==> src/rtl/arb_ctrl_cond_pkg.sv <==
// Shared types and constants for the conditional mux/demux arbiter.
// ARB_CNT_EN adds the constants used by the optional per-output push counters.
package arb_ctrl_cond_pkg;

    localparam int FIFO_UNITS = 4;
    localparam int WORD_SIZE  = 10;
    localparam int IDX_W      = 2;

    // Destination index lives in the top two bits of each data word.
    localparam int DEST_MSB   = WORD_SIZE - 1;
    localparam int DEST_LSB   = WORD_SIZE - 2;
    localparam int DEST_W     = DEST_MSB - DEST_LSB + 1;

`ifdef ARB_CNT_EN
    localparam int PTR_L      = 3;
    localparam int CNT_W      = PTR_L + 2;
`endif

    typedef enum logic [1:0] {
        ST_INIT   = 2'd0,
        ST_IDLE   = 2'd1,
        ST_ACTIVE = 2'd2,
        ST_PAUSE  = 2'd3
    } arb_state_e;

    function automatic logic [IDX_W-1:0] dest_of(
        input logic [DEST_W*FIFO_UNITS-1:0] dest,
        input logic [IDX_W-1:0]             idx
    );
        return dest[idx*DEST_W +: DEST_W];
    endfunction

endpackage

==> src/rtl/arb_ctrl_cond_rr_pick4.sv <==
// Combinational 4-way round-robin picker: first request at or above ptr, wrapping.
module arb_ctrl_cond_rr_pick4
    import arb_ctrl_cond_pkg::*;
(
    input  logic [FIFO_UNITS-1:0] req,
    input  logic [IDX_W-1:0]      ptr,
    output logic [FIFO_UNITS-1:0] gnt,
    output logic [IDX_W-1:0]      gnt_idx,
    output logic                  gnt_vld
);

    logic [FIFO_UNITS-1:0] req_rot;
    logic [IDX_W-1:0]      off;

    // Rotate so the pointer position lands on bit 0; the lowest set bit then wins.
    genvar gi;
    generate
        for (gi = 0; gi < FIFO_UNITS; gi++) begin : g_rot
            assign req_rot[gi] = req[ptr + IDX_W'(gi)];
        end
    endgenerate

    always_comb begin
        off     = '0;
        gnt_vld = 1'b0;
        for (int k = FIFO_UNITS - 1; k >= 0; k--) begin
            if (req_rot[k]) begin
                off     = IDX_W'(k);
                gnt_vld = 1'b1;
            end
        end
        gnt_idx = ptr + off;
        gnt     = '0;
        if (gnt_vld) begin
            gnt[gnt_idx] = 1'b1;
        end
    end

endmodule

==> src/rtl/arb_ctrl_cond.sv <==
// Arbiter control: round-robin pop from 4 input FIFOs, push to the destination output FIFO.
// Define ARB_CNT_EN to add saturating per-output push counters push_cnt0..push_cnt3.
module arb_ctrl_cond
    import arb_ctrl_cond_pkg::*;
(
    input  logic                         clk,
    input  logic                         reset_L,
    input  logic [FIFO_UNITS-1:0]        fifo_empty,
    input  logic [DEST_W*FIFO_UNITS-1:0] fifo_dest,
    input  logic [FIFO_UNITS-1:0]        out_almost_full,
    output logic [FIFO_UNITS-1:0]        arb_pop,
    output logic [FIFO_UNITS-1:0]        arb_push,
    output logic                         arb_idle,
    output logic                         arb_pause
`ifdef ARB_CNT_EN
    ,
    output logic [CNT_W-1:0]             push_cnt0,
    output logic [CNT_W-1:0]             push_cnt1,
    output logic [CNT_W-1:0]             push_cnt2,
    output logic [CNT_W-1:0]             push_cnt3
`endif
);

    arb_state_e            state_q, state_d;
    logic [IDX_W-1:0]      rr_ptr_q, rr_ptr_d;
    logic                  arb_idle_q, arb_idle_d;
    logic                  arb_pause_q, arb_pause_d;

    logic [FIFO_UNITS-1:0] req;
    logic [FIFO_UNITS-1:0] pick_gnt;
    logic [IDX_W-1:0]      pick_idx;
    logic                  pick_vld;
    logic                  grant;
    logic                  any_af;
    logic                  all_empty;

    // An input is a candidate only if its head word's destination can accept it.
    genvar gi;
    generate
        for (gi = 0; gi < FIFO_UNITS; gi++) begin : g_req
            assign req[gi] = ~fifo_empty[gi] & ~out_almost_full[dest_of(fifo_dest, IDX_W'(gi))];
        end
    endgenerate

    arb_ctrl_cond_rr_pick4 u_pick (
        .req     (req),
        .ptr     (rr_ptr_q),
        .gnt     (pick_gnt),
        .gnt_idx (pick_idx),
        .gnt_vld (pick_vld)
    );

    assign any_af    = |out_almost_full;
    assign all_empty = &fifo_empty;
    assign grant     = (state_q == ST_ACTIVE) && pick_vld;

    always_comb begin
        state_d = state_q;
        case (state_q)
            ST_INIT:   state_d = ST_IDLE;
            ST_IDLE: begin
                if (any_af)          state_d = ST_PAUSE;
                else if (!all_empty) state_d = ST_ACTIVE;
            end
            ST_ACTIVE: begin
                if (any_af)          state_d = ST_PAUSE;
                else if (all_empty)  state_d = ST_IDLE;
            end
            ST_PAUSE: begin
                if (!any_af)         state_d = ST_IDLE;
            end
            default:   state_d = ST_INIT;
        endcase

        rr_ptr_d    = grant ? (pick_idx + IDX_W'(1)) : rr_ptr_q;
        arb_idle_d  = (state_d == ST_IDLE);
        arb_pause_d = (state_d == ST_PAUSE);
    end

    // Pop and push come from the same grant, so a word is never popped without its push.
    always_comb begin
        arb_pop  = '0;
        arb_push = '0;
        if (grant) begin
            arb_pop                            = pick_gnt;
            arb_push[dest_of(fifo_dest, pick_idx)] = 1'b1;
        end
    end

    always_ff @(posedge clk or negedge reset_L) begin
        if (!reset_L) begin
            state_q     <= ST_INIT;
            rr_ptr_q    <= '0;
            arb_idle_q  <= 1'b0;
            arb_pause_q <= 1'b0;
        end else begin
            state_q     <= state_d;
            rr_ptr_q    <= rr_ptr_d;
            arb_idle_q  <= arb_idle_d;
            arb_pause_q <= arb_pause_d;
        end
    end

    assign arb_idle  = arb_idle_q;
    assign arb_pause = arb_pause_q;

`ifdef ARB_CNT_EN
    logic [FIFO_UNITS-1:0][CNT_W-1:0] cnt_q, cnt_d;

    always_comb begin
        cnt_d = cnt_q;
        for (int i = 0; i < FIFO_UNITS; i++) begin
            if (arb_push[i] && (cnt_q[i] != '1)) begin
                cnt_d[i] = cnt_q[i] + CNT_W'(1);
            end
        end
    end

    always_ff @(posedge clk or negedge reset_L) begin
        if (!reset_L) begin
            cnt_q <= '0;
        end else begin
            cnt_q <= cnt_d;
        end
    end

    assign push_cnt0 = cnt_q[0];
    assign push_cnt1 = cnt_q[1];
    assign push_cnt2 = cnt_q[2];
    assign push_cnt3 = cnt_q[3];
`endif

endmodule

==> config.mk <==
export PLATFORM = sky130hd
export DESIGN_NAME = arb_ctrl_cond
export DESIGN_NICKNAME = d
export VERILOG_FILES = /design/src/rtl/arb_ctrl_cond_pkg.sv /design/src/rtl/arb_ctrl_cond_rr_pick4.sv /design/src/rtl/arb_ctrl_cond.sv
export SDC_FILE = /design/constraint.sdc
export NUM_CORES = 1
export LEC_CHECK = 0
export ABC_AREA = 1
export ABC_CLOCK_PERIOD_IN_PS = 6400
export CAP_MARGIN = 10
export CORE_UTILIZATION = 49
export CTS_CLUSTER_DIAMETER = 80
export DETAILED_ROUTE_END_ITERATION = 10
export HOLD_SLACK_MARGIN = 0.05
export PLACE_DENSITY = 0.84
export SETUP_SLACK_MARGIN = 0.2
export SYNTH_ARGS = -nofsm -noshare
export SYNTH_HDL_FRONTEND = slang
export SYNTH_SLANG_ARGS = --single-unit
==> constraint.sdc <==
create_clock -name clk -period 6.4 [get_ports clk]
set_input_delay 1.28 -clock clk [delete_from_list [all_inputs] [get_ports clk]]
set_output_delay 1.28 -clock clk [all_outputs]
set_load 0.02 [all_outputs]
==> results.md <==
## Run status
- finished with violations — status
- design-rule violations — violated checks

## Die
- 1577 sq um — Std-Cell Core Area
- 14 — standard-cell row count
- 44.01 um — Die X
- 28 — num ports
- 1936 sq um — DIE AREA
- 0.5484 — effective utilization at floorplan
- 44.01 um — height of the die

## Synthesis
- 164 — net count after synthesis
- 6.004 sq um — post-synthesis area per instance
- 864.6 sq um — post-synth design cell area
- 144 — post-synthesis instance total
- 24 — number of unique standard cell types used by synthesis
- 0.1737 — fraction of the yosys area taken by sequential cells
- 6 — #FFs+latches synth
- 0 — warning count from the yosys run

## Drt
- 24 — iteration-0 DRC count of the detailed router
- 950 — total number of vias
- 10.75 um — WL per Instance
- 2031 um — total length of routed wires
- 0 — number of nets with antenna violations after routing
- 1 — number of remaining DRC errors
- 5.026 — post-detailed-route via-to-cell ratio
- 9 — iteration count of the initial detailed-routing pass

## Power
- 0.09840 mV — Max rail drop VDD
- 0.6160 nW — Static Leak
- 178.3 nW/um^2 — power density cells
- 209.0 uW — overall power of the completed layout

## Final layout
- 132 — Filler cells
- 35.60% — layout overhead on the synthesized area
- 0 — antenna cell count
- 41 x nand2_1, 27 x clkdlybuf4s50_1, 26 x inv_1 — most frequent cells in the layout
- 195 — Final nets
- 150.1 sq um — FF+latch area
- 189 — Finished Layout Cells
- 600.6 sq um — combined area of the multi-input logic cells
- 0.1272 — layout cells sized above 1
- nand2_1 — most common cell after layout, fill and taps aside

## STA
- 0.8971 — post-route clock period utilization
- 5.742 ns — shortest period the worst path allows
- 0.7626 — relative slew slack
- 0.1742 GHz — maximum clock frequency
- 0 — Final Slew Violations
- no — RSZ-0062 raised after global routing
- 0.6583 ns — min setup slack post-route
- 0 ns — setup TNS
- 0 — final count of negative-setup-slack endpoints
- 0.003002 ns — Clock Skews
- 0.3529 ns — actual transition at the worst max-transition pin
- 0.6246 ns — hold_ws
- 0 — number of endpoints with negative hold slack in the final report

## Global route
- 3498 um — global-route wire length before repair
- 0.4176 — met2 track demand over resource in global routing
- 0.3087 — met1 track demand over resource in global routing
- 9 — pin count of the biggest net entering global routing
- 0 — GRT overflow
- 864 — number of global-route vias before repair
- met2 — most used routing layer in global routing
- 0.03750 — met3 track utilization from global routing
- 0.2449 — global routing usage summed across all routing layers
- 0 — antenna violations before repair

## Worst setup path
- in2out — CP Class
- buffers and inverters — cell family with most CP delay
- output pin — sort of element at the end of the critical path
- 5.12 ns — required time reported for the critical path endpoint
- clkdlybuf4s50_1, inv_1, nand2_1, nand3_1, nand2_1, nand3_1, nand2_1, nand2_2, nand2_4, inv_1, a21oi_1, ha_1, xor2_1, inv_1, nand3_4, nand2_4, nand2_1, nand2_1, nor2_1, clkdlybuf4s50_1 — ordered list of cells on the worst path
- nand2_1 — Critical Path Most Common Cell
- 4.46 ns — endpoint arrival time on the critical path
- 0.61 ns — biggest cell delay along the critical path
- clkdlybuf4s50_1 — library cell contributing the largest single delay on the critical path
- input port — Critical Path Source Type
- 5 — total buffers and inverters traversed by the critical path
- 7 — critical path fanouts, max

## Clocking
- done — CTS tree
- 0.25 ns — clk_lat worst skew
- 6 — TritonCTS sink count
- 1 — htree depth
- clkbuf_4 — root cell of the clock tree
- 3 — CTS buffer count
- 0 — post-CTS setup buffers
- 0.04 ns — Clock Pin Slew Worst Setup and Hold Paths
- 0 — hold-fix buffer count after cts
- 0 — number of cells upsized or downsized after cts
- 2 — clock tree buffer depth

## Placement
- 27 — count of input and output buffers
- 1742 um — total half-perimeter wirelength after legalization and detailed placement
- 0.8353 — weighted congestion reported at the end of routability-driven placement
- 186 — number of instances in the placed design
- 0.6492 ns — minimum setup slack after placement

## Worst hold path
- reg2reg — class of the tightest hold or removal check

## Run
- 0 — Max Cap Viol

worst register-to-register path, delay by kind of cell, from the launching register on:
kind	cells	cell delay (ns)
AO/OA/AOI/OAI	1	0.21
adder cells (fa/ha/maj)	1	0.20
XOR/XNOR	1	0.28
buffers and inverters	3	0.35
flip-flops	1	0.47
AND/OR/NAND/NOR	8	0.79
synth_stat cells, drive strengths merged:
library cell | n | area share
ha | 2 | 0.029
a21oi | 2 | 0.012
nor2 | 13 | 0.084
inv | 29 | 0.13
o21ai | 6 | 0.052
nand3b | 1 | 0.0087
xnor2 | 1 | 0.010
nand2 | 51 | 0.28
xor2 | 2 | 0.020
nand3 | 26 | 0.16
nor4 | 1 | 0.0072
a41oi | 1 | 0.010
buf | 1 | 0.0058
nor3 | 2 | 0.017
dfrtp | 6 | 0.17
final timing paths:
check,cells after the start,slack (ns),to,startpoint
worst min-delay path,2,0.62,arb_pause,state_q[0]
max in group asynchronous,1,4.94,arb_pause,reset_L
min in group asynchronous,1,1.26,arb_idle,reset_L
worst max-delay path,20,0.66,arb_push[2],fifo_dest[2]
worst max register to register,14,3.96,rr_ptr_q[1],rr_ptr_q[0]
worst min register to register,2,0.62,arb_pause,state_q[0]
power breakdown:
part / leakage [nW] / switching [mW] / internal [mW]
clock network: 0.0138 / 0.0140 / 0.0212
registers: 0.0638 / 0.00394 / 0.0403
logic: 0.538 / 0.0814 / 0.0482
layer usage:
layer  routed length [um]  vias to the layer above
li1                     -                      508
met4                   25                        0
met3                   77                        2
met2                 1012                       30
met1                  916                      410
met5                    0                        -
registers in the layout, summed over array words and instances, names as in the netlist:
signal / count
arb_idle: 1
arb_pause: 1
rr_ptr_q: 2
state_q: 2
logic make-up after synthesis:
family | share of synthesized area
adders and majority gates | 0.02894
and+or+nand+nor | 0.5615
AOI/OAI and AO/OA | 0.07382
DFF | 0.1737
buffers and inverters | 0.1317
xor gates and xnor gates | 0.03040
metrics by stage:
| stage | utilization | area [sq um] |
|---|---|---|
| finish | 0.7437 | 1172 |
| global route | 0.7437 | 1172 |
| CTS | 0.7437 | 1172 |
| detailed placement | 0.7294 | 1150 |
| global placement | 0.7294 | 1150 |
| floorplan | - | 864.6 |
area by class of cell:
| class | count | share of cell area |
|---|---|---|
| clock buffer | 3 | 0.01921 |
| sequential | 6 | 0.1281 |
| timing repair buffer | 27 | 0.2305 |
| inverter | 29 | 0.09285 |
| multi-input combinational | 108 | 0.5123 |
| tap | 16 | 0.01708 |
Power figures use the tool's default switching activity.
